===== src/rtl/sigdel_interp_if.sv =====
`default_nettype none
// +----------------------------------------------------------------------------+
// | sigdel_interp_if : PCM sample handshake and DAC word bundle                 |
// | Revision 1.0                                                                |
// +----------------------------------------------------------------------------+
interface sigdel_interp_if #(
  parameter int BITLEN = 16
);
  logic [BITLEN-1:0] s_data;
  logic              s_valid;
  logic              s_ready;
  logic              clr_underrun;
  logic [BITLEN-1:0] dac_word;
  logic              underrun;
  logic              busy;

  modport master (
    output s_data, s_valid, clr_underrun,
    input  s_ready, dac_word, underrun, busy
  );

  modport slave (
    input  s_data, s_valid, clr_underrun,
    output s_ready, dac_word, underrun, busy
  );
endinterface
`default_nettype wire


===== src/rtl/sigdel_interp.sv =====
`default_nettype none
// +----------------------------------------------------------------------------+
// | sigdel_interp : FIFO-buffered PCM upsampler feeding the sigma-delta DAC     |
// | SIGDEL_INTERP_LINEAR_EN selects linear ramps, otherwise zero-order hold.    |
// | Revision 1.0                                                                |
// +----------------------------------------------------------------------------+
module sigdel_interp #(
  parameter int BITLEN     = 16,
  parameter int OSR_LOG2   = 8,
  parameter int FIFO_DEPTH = 4
) (
  input  wire             clk,
  input  wire             rst,
  sigdel_interp_if.slave  bus
);
  localparam int                 C_ACC_W   = BITLEN + OSR_LOG2;
  localparam int                 C_PTR_W   = $clog2(FIFO_DEPTH);
  localparam logic [BITLEN-1:0]  C_MID     = {1'b1, {(BITLEN-1){1'b0}}};
  localparam logic [C_ACC_W-1:0] C_ACC_MID = {C_MID, {OSR_LOG2{1'b0}}};
  localparam logic [C_PTR_W:0]   C_FULL    = (C_PTR_W+1)'(FIFO_DEPTH);
  localparam logic [C_PTR_W:0]   C_CNT_ONE = (C_PTR_W+1)'(1);
  localparam logic [C_PTR_W-1:0] C_PTR_ONE = C_PTR_W'(1);
  localparam logic [OSR_LOG2-1:0] C_PH_ONE = OSR_LOG2'(1);

  typedef enum logic [0:0] {ST_IDLE = 1'b0, ST_RUN = 1'b1} state_t;

  logic [BITLEN-1:0]   fifo_mem_q [FIFO_DEPTH];
  logic [C_PTR_W-1:0]  wptr_q, rptr_q;
  logic [C_PTR_W:0]    count_q;
  logic                rdy_en_q;
  logic                w_push, w_pop, w_empty;
  logic [BITLEN-1:0]   w_head;

  state_t              state_q, state_d;
  logic [C_ACC_W-1:0]  acc_q, acc_d;
  logic [OSR_LOG2-1:0] phase_q, phase_d;
  logic                underrun_q, underrun_d;
  logic [BITLEN-1:0]   dac_q;

`ifdef SIGDEL_INTERP_LINEAR_EN
  logic [BITLEN-1:0]   curr_q, curr_d;
  logic signed [BITLEN:0] step_q, step_d;
  logic [C_ACC_W-1:0]  w_step_ext, w_acc_sum;
  logic [BITLEN-1:0]   w_seg_end;

  assign w_step_ext = C_ACC_W'(step_q);
  assign w_acc_sum  = acc_q + w_step_ext;
  // Last step of a segment lands exactly on the target sample.
  assign w_seg_end  = w_acc_sum[C_ACC_W-1:OSR_LOG2];
`endif

  assign bus.s_ready  = rdy_en_q && (count_q != C_FULL);
  assign w_push       = bus.s_valid && bus.s_ready;
  assign w_empty      = (count_q == '0);
  assign w_head       = fifo_mem_q[rptr_q];
  assign bus.dac_word = dac_q;
  assign bus.underrun = underrun_q;
  assign bus.busy     = (state_q == ST_RUN);

  always_ff @(posedge clk) begin
    if (w_push) begin
      fifo_mem_q[wptr_q] <= bus.s_data;
    end
  end

  always_comb begin
    state_d    = state_q;
    acc_d      = acc_q;
    phase_d    = phase_q;
    underrun_d = underrun_q;
    w_pop      = 1'b0;
`ifdef SIGDEL_INTERP_LINEAR_EN
    curr_d     = curr_q;
    step_d     = step_q;
`endif
    case (state_q)
      ST_IDLE: begin
        acc_d   = C_ACC_MID;
        phase_d = '0;
`ifdef SIGDEL_INTERP_LINEAR_EN
        curr_d  = C_MID;
`endif
        if (!w_empty) begin
          w_pop   = 1'b1;
          state_d = ST_RUN;
`ifdef SIGDEL_INTERP_LINEAR_EN
          step_d  = {1'b0, w_head} - {1'b0, curr_q};
`else
          acc_d   = {w_head, {OSR_LOG2{1'b0}}};
`endif
        end
      end
      default: begin
        phase_d = phase_q + C_PH_ONE;
`ifdef SIGDEL_INTERP_LINEAR_EN
        acc_d   = w_acc_sum;
`endif
        if (phase_q == '1) begin
`ifdef SIGDEL_INTERP_LINEAR_EN
          curr_d = w_seg_end;
          step_d = '0;
`endif
          if (!w_empty) begin
            w_pop  = 1'b1;
`ifdef SIGDEL_INTERP_LINEAR_EN
            step_d = {1'b0, w_head} - {1'b0, w_seg_end};
`else
            acc_d  = {w_head, {OSR_LOG2{1'b0}}};
`endif
          end else begin
            underrun_d = 1'b1;
          end
        end
      end
    endcase
    if (bus.clr_underrun) begin
      underrun_d = 1'b0;
    end
  end

  always_ff @(posedge clk) begin
    if (!rst) begin
      state_q    <= ST_IDLE;
      acc_q      <= C_ACC_MID;
      phase_q    <= '0;
      underrun_q <= 1'b0;
      dac_q      <= C_MID;
      wptr_q     <= '0;
      rptr_q     <= '0;
      count_q    <= '0;
      rdy_en_q   <= 1'b0;
`ifdef SIGDEL_INTERP_LINEAR_EN
      curr_q     <= C_MID;
      step_q     <= '0;
`endif
    end else begin
      state_q    <= state_d;
      acc_q      <= acc_d;
      phase_q    <= phase_d;
      underrun_q <= underrun_d;
      dac_q      <= acc_q[C_ACC_W-1:OSR_LOG2];
      rdy_en_q   <= 1'b1;
`ifdef SIGDEL_INTERP_LINEAR_EN
      curr_q     <= curr_d;
      step_q     <= step_d;
`endif
      if (w_push) begin
        wptr_q <= wptr_q + C_PTR_ONE;
      end
      if (w_pop) begin
        rptr_q <= rptr_q + C_PTR_ONE;
      end
      if (w_push && !w_pop) begin
        count_q <= count_q + C_CNT_ONE;
      end else if (w_pop && !w_push) begin
        count_q <= count_q - C_CNT_ONE;
      end
    end
  end
endmodule
`default_nettype wire


===== src/flat_wrapper.sv =====
// flat-port wrapper written by rule: the top's interface ports become plain ports
module sigdel_interp_flat 
#(
  parameter int BITLEN     = 16,
  parameter int OSR_LOG2   = 8,
  parameter int FIFO_DEPTH = 4
)
  (clk, rst, bus_s_data, bus_s_valid, bus_clr_underrun, bus_s_ready, bus_dac_word, bus_underrun, bus_busy);
  sigdel_interp_if #(.BITLEN(BITLEN)) bus_i ();
  input  wire clk;
  input  wire rst;
  input wire logic [$bits(bus_i.s_data)-1:0] bus_s_data;
  input wire logic [$bits(bus_i.s_valid)-1:0] bus_s_valid;
  input wire logic [$bits(bus_i.clr_underrun)-1:0] bus_clr_underrun;
  output wire logic [$bits(bus_i.s_ready)-1:0] bus_s_ready;
  output wire logic [$bits(bus_i.dac_word)-1:0] bus_dac_word;
  output wire logic [$bits(bus_i.underrun)-1:0] bus_underrun;
  output wire logic [$bits(bus_i.busy)-1:0] bus_busy;
  assign bus_i.s_data = bus_s_data;
  assign bus_i.s_valid = bus_s_valid;
  assign bus_i.clr_underrun = bus_clr_underrun;
  assign bus_s_ready = bus_i.s_ready;
  assign bus_dac_word = bus_i.dac_word;
  assign bus_underrun = bus_i.underrun;
  assign bus_busy = bus_i.busy;
  sigdel_interp #(.BITLEN(BITLEN), .OSR_LOG2(OSR_LOG2), .FIFO_DEPTH(FIFO_DEPTH)) u_core (.clk(clk), .rst(rst), .bus(bus_i));
endmodule

===== config.mk =====
export PLATFORM = sky130hd
export DESIGN_NAME = sigdel_interp_flat
export DESIGN_NICKNAME = d
export VERILOG_FILES = /design/src/rtl/sigdel_interp_if.sv /design/src/rtl/sigdel_interp.sv /design/src/flat_wrapper.sv
export SDC_FILE = /design/constraint.sdc
export NUM_CORES = 1
export LEC_CHECK = 0
export ABC_AREA = 1
export BUFFER_PORTS_ARGS = -buffer_cell sky130_fd_sc_hd__buf_4
export CORE_MARGIN = 3
export CORE_UTILIZATION = 55
export CTS_CLUSTER_SIZE = 8
export DETAILED_ROUTE_END_ITERATION = 16
export GPL_ROUTABILITY_DRIVEN = 0
export PLACE_DENSITY_LB_ADDON = 0.12
export SYNTH_ARGS = -nofsm -noshare
export SYNTH_HDL_FRONTEND = slang
export SYNTH_SLANG_ARGS = --single-unit

===== constraint.sdc =====
create_clock -name clk -period 2.2 [get_ports clk]
set_input_delay 0.11 -clock clk [delete_from_list [all_inputs] [get_ports clk]]
set_output_delay 0.11 -clock clk [all_outputs]
set_load 0.005 [all_outputs]

Yosys cells after proc, flatten, opt, wreduce, memory -nomap -nowiden
Memories as Yosys holds them, arrays and structs flattened. A register that Yosys moved wholly into a read port is not among the register bits.
Cells that the tools add are included.
{ "op_classes": {"add_sub_neg": 5, "eq_ne": 4, "mux": 15, "bitwise": 1, "reduce_logical": 12} }
{ "op_table": {"columns": ["cell", "count"], "rows": [
  ["2-to-1 mux 24 bit", 4],
  ["adder 8 x 1 -> 8 bit (second input constant)", 1],
  ["== test 8 bit (second input constant)", 1],
  ["2-to-1 mux 1 bit", 7],
  ["2-to-1 mux 3 bit", 2],
  ["adder 2 x 1 -> 2 bit (second input constant)", 2],
  ["logical AND 1 bit", 4],
  ["2-to-1 mux 2 bit", 2],
  ["!= test 2 bit (second input constant)", 2],
  ["AND reduction 2 bit", 2],
  ["adder 3 x 1 -> 3 bit (second input constant)", 1],
  ["logical NOT 3 bit", 1],
  ["!= test 3 bit (second input constant)", 1],
  ["AND reduction 3 bit", 1],
  ["subtractor 3 x 1 -> 3 bit (second input constant)", 1],
  ["logical NOT 1 bit", 2],
  ["nonzero test 2 bit", 1],
  ["OR reduction 2 bit", 1],
  ["inverter 1 bit", 1]
]} }
{ "totals": {"reg_bits": 58, "ramBits": 64, "output_inout_bits": 19, "wordCells": 47, "memories": 1} }
{ "memory_table": {"columns": ["name", "depth", "word_bits", "read_ports", "rd_ports_with_merged_regs", "write_ports", "line_no", "rtl"], "rows": [
  ["u_core.fifo_mem_q", 4, 16, 1, 1, 1, "sigdel_interp.sv:27", "logic [BITLEN-1:0] fifo_mem_q [FIFO_DEPTH];"]
]} }

Longest topological paths before layout
Gate-level depths: netlist of run 1.
{ "logic_depth": {"ltp_word": 7, "ltp_mapped": 14} }

Worst setup path before layout of run 1
OpenSTA, ideal clock, no wires.
{ "synth_timing": {"path_type": "register to register", "from": "register u_core.phase_q[0]", "to": "register u_core.count_q[2]", "arrival_ps": 1822, "path_slack_ps": 265, "path_stages_with_launch": 14, "synth_period_minus_slack_ps": 1935, "cell_sequence": "dfxtp_1 ha_1 nand2_1 nor2_4 nand2_2 nand2_4 nand2_1 ha_1 inv_1 fa_1 a21oi_1 o21ai_0 nor2_1 nor2_1"} }
{ "synth_via": {"elab_chain_cells": 6, "word_cells_on_any_way": 8, "classes_between": "eq/ne: 1; mux: 3; reduce/logical: 4"} }
{ "synth_rtl": {"columns": ["element", "line_no", "rtl"], "rows": [
  ["start: declaration", "sigdel_interp.sv:36", "logic [OSR_LOG2-1:0] phase_q, phase_d;"],
  ["start signal: assignment", "sigdel_interp.sv:139", "phase_q <= phase_d;"],
  ["== test 8 bit (*)", "sigdel_interp.sv:98", "if (phase_q == '1) begin"],
  ["2-to-1 mux 1 bit (*)", "sigdel_interp.sv:98", null],
  ["2-to-1 mux 1 bit (*)", "sigdel_interp.sv:76", "case (state_q)"],
  ["logical NOT 1 bit", "sigdel_interp.sv:153", "if (w_push && !w_pop) begin"],
  ["logical AND 1 bit", "sigdel_interp.sv:153", null],
  ["2-to-1 mux 3 bit / nonzero test 2 bit (equally long branches)", null, null],
  ["end signal: assignment", "sigdel_interp.sv:154", "count_q <= count_q + C_CNT_ONE;"],
  ["end signal: assignment", "sigdel_interp.sv:156", "count_q <= count_q - C_CNT_ONE;"],
  ["end: declaration", "sigdel_interp.sv:29", "logic [C_PTR_W:0] count_q;"]
]} }
Mark *: on every way between the ends. The rest lies on a longest branch, timed or not.
A chain may end at the register's enable or synchronous reset.

Final worst setup path of run 1
{ "layout_timing": {"from": "register u_core.phase_q[0]", "to": "register u_core.count_q[1]"} }
The elaborated chain is that of the path after synthesis.

==> flow_summary_export.csv, run 1 <==
group,metric,value,unit
grt,antenna_found_initial,0,
worst_setup_path,crit_buf_inv,1,
yosys,avgSynthCellArea,10.8,µm²
worst_setup_path,path_max_fanout,5,
yosys,synth_top_family_by_area,"simple AND/OR/NAND/NOR gates",
grt,gr-max-usage-layer,"met2",
detailed_routing,wirelength,8300,µm
worst_setup_path,crit_family,"adder cells",
finish,nets,503,
grt,grt_max_degree,33,
yosys,synth_cell_types,27,
flow_run,maxCapViolCount,0,
worst_setup_path,crit_path_start_kind,"flop",
detailed_routing,vias,2923,
floorplanning,die-width,95.0,µm
finish,layout_common_cells,"120 x nand2_1, 64 x edfxtp_1, 52 x dfxtp_1, 49 x buf_4, 40 x nand3_1",
grt,grt.met3_usage,7.42,%
yosys,synth-simple-area-share,19.1,%
worst_setup_path,cp_cell_sequence,"ha_1, nand2_2, nor2_4, nand2_2, nand2_4, nand2_1, ha_1, inv_1, fa_1, o21ai_0, a21oi_1",
place,place_hpwl,4710,µm
yosys,synth_fa_ha_area_share,2.18,%
yosys,yosys_warnings,0,
worst_setup_path,ff2ff_path_depth,11,
grt,grt_pass1_vias,2834,
floorplanning,io_pins,39,
clock_tree,cts.sinks,116,
finish,final_cells,588,
yosys,syn-instance-count,405,
detailed_routing,avgViaCountPerCell,4.97,
sta,tightest_slew,355,ps
worst_setup_path,path_depth,11,
finish,drive_gt1_share,20.2,%
clock_tree,clk_pin_slew_worst_paths,60,ps
sta,report.final.slew_viol_count,0,
outcome,status,"completed",
sta,slew_headroom,76.3,%
worst_setup_path,critical_path_required,2600,ps
worst_setup_path,crit_slowest_cell,"fa_1",
yosys,yosysTopAreaCellShare,44.1,%
power_and_ir_drop,vdd_drop_max,0.726,mV
sta,whs,75.8,ps
yosys,yosys.area.top_type,"edfxtp_1",
yosys,synth_compound_area_share,5.25,%
place,placed_cells,536,
floorplanning,start_util,58.2,%
worst_setup_path,worstSetupPathType,"flop to flop",
sta,post-route-min-period,2060,ps
finish,area_growth,27.3,%
clock_tree,clockBufferDepth,2,
detailed_routing,wire_per_inst,14.1,µm
worst_setup_path,crit_arrival,2460,ps
clock_tree,clockRootBuffer,"clkbuf_8",
sta,worst_clock_skew,7.18,ps
yosys,ys_ff_latch,116,
power_and_ir_drop,p_leak,2.34,nW
worst_setup_path,crit_start,"u_core.phase_q[0]",
sta,fmax,485,MHz
grt,grt_pass1_wl,13400,µm
clock_tree,cts_max_level,4,
grt,grt_use_met2,32.7,%
grt,grt_overflow,0,
sta,setup_viol,0,
clock_tree,cts_buffers,17,
detailed_routing,final_antenna_net_count,0,
yosys,muxShareOfSynthArea,0,%
place,port_buffers,38,
worst_setup_path,ff2ff_setup_slack,140,ps
detailed_routing,drcViolationCount,0,
finish,final_common_cell,"nand2_1",
clock_tree,insertion_delay,510,ps
power_and_ir_drop,p_per_area,1260,nW/µm²
grt,grtUsageTotal,20.3,%
worst_setup_path,endpoint_kind,"flop",
sta,final_hold_viol_count,0,
place,placed_cell_area,4750,µm²
worst_setup_path,rr_endpoint,"u_core.count_q[1]",
floorplanning,rows,31,
min_path,hp-class,"primary input to flop",
finish,design_area,5550,µm²
finish,antenna_cells,0,
yosys,ys_seq_area_share,67.9,%
detailed_routing,drtIter0Drc,148,
yosys,syn-cell-area,4360,µm²
worst_setup_path,r2r_start,"u_core.phase_q[0]",
yosys,synth.net_count,432,
sta,min_period_over_period,93.6,%
yosys,synthXorXnorAreaFrac,0.402,%
floorplanning,core,7490,µm²
grt,met1_usage,25.6,%
worst_setup_path,max_stage_delay,410,ps
floorplanning,dieArea,9030,µm²
worst_setup_path,crit_end,"u_core.count_q[1]",
detailed_routing,drt_first_pass_iters,4,
yosys,synth.area.top_cells,"edfxtp_1 44%, dfxtp_1 24%, nand2_1 10%",
clock_tree,cts_tree,"yes",
floorplanning,die_h,95.0,µm
layout make-up:
type                       instances  area [µm²]
clock inverter                    14         186
clock buffer                      18         418
multi-input combinational        238        1180
tap                               99         124
sequential                       116        2960
fill                             491        1940
timing repair buffer              67         548
inverter                          36         135
cells by family after synthesis:
family	after synthesis
AND/OR/NAND/NOR	192
flip-flops	116
buffers and inverters	51
AO/OA/AOI/OAI	37
adder cells (fa/ha/maj)	7
XOR/XNOR	2
power breakdown:
| part | total (mW) | internal (mW) | switching (mW) | leakage (nW) |
|---|---|---|---|---|
| Clock | 2.76 | 1.83 | 0.938 | 0.284 |
| Combinational | 1.54 | 0.546 | 0.992 | 1.05 |
| Sequential | 2.71 | 2.58 | 0.122 | 1.01 |
worst min path at each step:
stage                              endpoint     startpoint  slack [ps]  cells after the start
global route               u_core.wptr_q[0]    bus_s_valid          90                      4
global placement    u_core.fifo_mem_q[3][0]  bus_s_data[0]         310                      1
finish                     u_core.wptr_q[1]    bus_s_valid          80                      4
CTS                        u_core.wptr_q[1]    bus_s_valid          60                      4
detailed placement  u_core.fifo_mem_q[1][1]  bus_s_data[1]         310                      1
floorplan                   u_core.rdy_en_q            rst         140                      0
repair_timing:
item | 4_1_cts | 5_1_grt
endpoints found under the hold margin | 89 | 0
hold buffers | 18 | 0
resized for setup | 0 | 2
buffers inserted | 0 | 2
endpoints found under the setup margin | 0 | 2
cells in the mapped netlist:
cell type,number
a21oi_1,10
and2_1,1
buf_2,8
buf_4,2
buf_6,2
clkbuf_1,3
dfxtp_1,52
edfxtp_1,64
fa_1,1
ha_1,6
inv_1,35
inv_2,1
nand2_1,121
nand2_2,2
nand2_4,1
nand3_1,40
nand3_4,2
nor2_1,21
nor2_4,2
nor3_1,1
o21a_1,2
o21ai_0,10
o21ai_1,4
o21ai_2,10
o22ai_1,1
or2_2,1
xor2_1,2
flip-flops by register name (all words and copies together), names as in the netlist, named ones only:
| register | cells |
|---|---|
| u_core.wptr_q | 2 |
| u_core.rptr_q | 2 |
| u_core.phase_q | 8 |
| u_core.count_q | 3 |
| u_core.acc_q | 16 |
| u_core.bus.underrun | 1 |
| u_core.fifo_mem_q | 64 |
| u_core.bus.busy | 1 |
| u_core.bus.dac_word | 16 |
| u_core.rdy_en_q | 1 |
per-stage QoR:
step,power [mW],worst slack (ps),TNS (ps),utilization (%)
finish,7.01,140,0,74.1
global route,7.40,-1.60,-1.60,74.1
global placement,4.20,193,0,63.4
detailed placement,4.25,141,0,63.4
CTS,7.04,127,0,73.9
floorplan,3.81,265,0,-
per-layer routing:
layer  vias up  part of all wire (%)
li1       1475                     -
met1      1368                    45
met2        70                    50
met3        10                   4.2
met4         0                   1.0
met5         -                     0
tightest hold or removal path, cell delays in order:
cell     delay (ps)
buf_4           110
nand3_1         100
buf_4           150
a21oi_1          70
Power figures use the tool's default switching activity.
==> inputs of run 2 (changes only) <==
ABC_AREA = unset   (was 1)
==> flow_summary_export.csv, run 2 <==
group,metric,value,unit
outcome,status,"completed",
worst_setup_path,critical_path_required,2640,ps
sta,whs,66.3,ps
detailed_routing,drtIter0Drc,129,
yosys,synth.net_count,303,
yosys,synth.area.top_cells,"edfxtp_1 44%, dfxtp_1 24%, mux4_1 4.9%",
place,place_hpwl,4170,µm
finish,layout_common_cells,"64 x edfxtp_1, 52 x dfxtp_1, 46 x buf_4, 36 x inv_1, 19 x nand2_1",
finish,design_area,5460,µm²
clock_tree,cts_buffers,17,
min_path,hp-class,"primary input to flop",
place,placed_cell_area,4710,µm²
power_and_ir_drop,vdd_drop_max,0.644,mV
sta,report.final.slew_viol_count,0,
grt,grtUsageTotal,18.2,%
flow_run,maxCapViolCount,0,
detailed_routing,wirelength,7200,µm
sta,setup_viol,0,
floorplanning,rows,31,
sta,slew_headroom,38.2,%
detailed_routing,avgViaCountPerCell,5.11,
detailed_routing,drt_first_pass_iters,4,
worst_setup_path,ff2ff_setup_slack,80,ps
yosys,synth_cell_types,39,
worst_setup_path,endpoint_kind,"flop",
worst_setup_path,worstSetupPathType,"flop to flop",
grt,grt_pass1_vias,2399,
yosys,yosysTopAreaCellShare,44.4,%
yosys,ys.flop_type,"edfxtp_1",
power_and_ir_drop,p_leak,2.18,nW
clock_tree,cts.sinks,116,
grt,grt_max_degree,24,
finish,nets,377,
clock_tree,clockBufferDepth,2,
floorplanning,die-width,94.7,µm
finish,largest_register_ffs,64,
detailed_routing,wire_per_inst,15.6,µm
finish,drive_gt1_share,29.8,%
sta,tightest_slew,927,ps
yosys,yosys.area.top_type,"edfxtp_1",
clock_tree,clockRootBuffer,"clkbuf_8",
clock_tree,insertion_delay,510,ps
finish,area_growth,26.1,%
yosys,ys_ff_latch,116,
yosys,async_flop_share,0,%
worst_setup_path,path_max_fanout,5,
yosys,yosysMostFrequentCell,"edfxtp_1",
yosys,syn-instance-count,276,
detailed_routing,drcViolationCount,0,
yosys,syn-cell-area,4330,µm²
floorplanning,die_h,94.7,µm
grt,grt_overflow,0,
power_and_ir_drop,total_power,6.45,mW
power_and_ir_drop,p_per_area,1180,nW/µm²
sta,min_period_over_period,96.4,%
yosys,synthTopCellsByCount,"64 x edfxtp_1, 52 x dfxtp_1, 36 x inv_1",
floorplanning,core,7450,µm²
yosys,synth-edff-count,64,
yosys,yosys_warnings,0,
worst_setup_path,crit_path_start_kind,"flop",
finish,final_common_cell,"edfxtp_1",
sta,final_hold_viol_count,0,
place,port_buffers,38,
floorplanning,start_util,58.1,%
grt,antenna_found_initial,0,
detailed_routing,vias,2360,
sta,post-route-min-period,2120,ps
clock_tree,cts_max_level,4,
finish,antenna_cells,0,
yosys,ys_seq_area_share,68.4,%
clock_tree,cts_tree,"yes",
floorplanning,dieArea,8970,µm²
sta,fmax,471,MHz
sta,setup_tns,0,ps
floorplanning,io_pins,39,
yosys,avgSynthCellArea,15.7,µm²
worst_setup_path,crit_arrival,2560,ps
grt,grt_pass1_wl,11800,µm
detailed_routing,final_antenna_net_count,0,
finish,regMostFlops,"u_core.fifo_mem_q",
clock_tree,clk_pin_slew_worst_paths,60,ps
sta,worst_clock_skew,8.21,ps
[run 2: changes by cell type in the layout (fill, tap and decap cells not counted), moves of 8 or more]
cell     delta
nand2_1   -101
o22ai_2    +10
nor2_1      -9
mux4_2      +8
mux4_1      +8
nand3_1    -38
o21ai_2    -10
[run 2: worst max-delay path, cell delays in order, from the launching register on]
cell	delay, ps
dfxtp_1	310
or3_4	430
nand2_2	90
ha_2	180
inv_1	50
fa_1	370
xor2_1	160
or3_1	320
a21oi_1	140
[run 2: area by class of cell]
| cell class | instances | area [µm²] |
|---|---|---|
| Clock buffer | 17 | 414 |
| Fill cell | 481 | 1990 |
| Clock inverter | 15 | 130 |
| Timing Repair Buffer | 64 | 526 |
| Sequential cell | 116 | 2960 |
| Multi-Input combinational cell | 115 | 1170 |
| Inverter | 36 | 135 |
| Tap cell | 99 | 124 |
[run 2: report_power, final]
part	total (mW)	internal [mW]	leakage [nW]	switching (mW)
logic	1.34	0.661	0.898	0.680
registers	2.64	2.55	1.00	0.0927
clock network	2.47	1.50	0.278	0.970
[run 2: cell families after synthesis]
| family | after synthesis | synth area share, % |
|---|---|---|
| buf+inv | 45 | 5.23 |
| xor+xnor | 7 | 1.42 |
| compound gates | 29 | 6.27 |
| flops | 116 | 68.4 |
| mux | 20 | 9.94 |
| simple gates | 52 | 6.53 |
| fa+ha+maj | 7 | 2.20 |
[run 2: path summary, 6_finish.rpt]
check,depth (start not counted),endpoint,startpoint
setup reg to reg,8,u_core.count_q[2],u_core.count_q[0]
hold reg to reg,2,u_core.bus.dac_word[0],u_core.acc_q[8]
hold / removal,4,u_core.wptr_q[0],bus_s_valid
setup / recovery,8,u_core.count_q[2],u_core.count_q[0]
[run 2: stage by stage]
stage                     setup slack (ps)  util (%)  instances
after floorplan                       45.6         -        276
after global placement                89.6      63.2        412
after detailed placement              34.9      63.2        412
after CTS                             35.6      73.0        462
after global routing                 -6.02      73.3        462
final                                 78.8      73.3        462
[run 2: per-layer routing]
| layer | global-route usage, % | part of all wire, % | vias to the layer above |
|---|---|---|---|
| met5 | 0 | 0 | - |
| met1 | 23.6 | 44 | 1140 |
| met3 | 4.70 | 5.7 | 7 |
| li1 | - | - | 1145 |
| met4 | 10.1 | 1.4 | 0 |
| met2 | 28.1 | 48 | 68 |
[run 2: repair_timing]
item / CTS / global route
hold buffers: 18 / 0
buffers inserted: 0 / 0
pin swaps: 0 / 0
gates resized for setup: 1 / 4
endpoints found under the hold margin: 70 / 0
endpoints found under the setup margin: 1 / 1
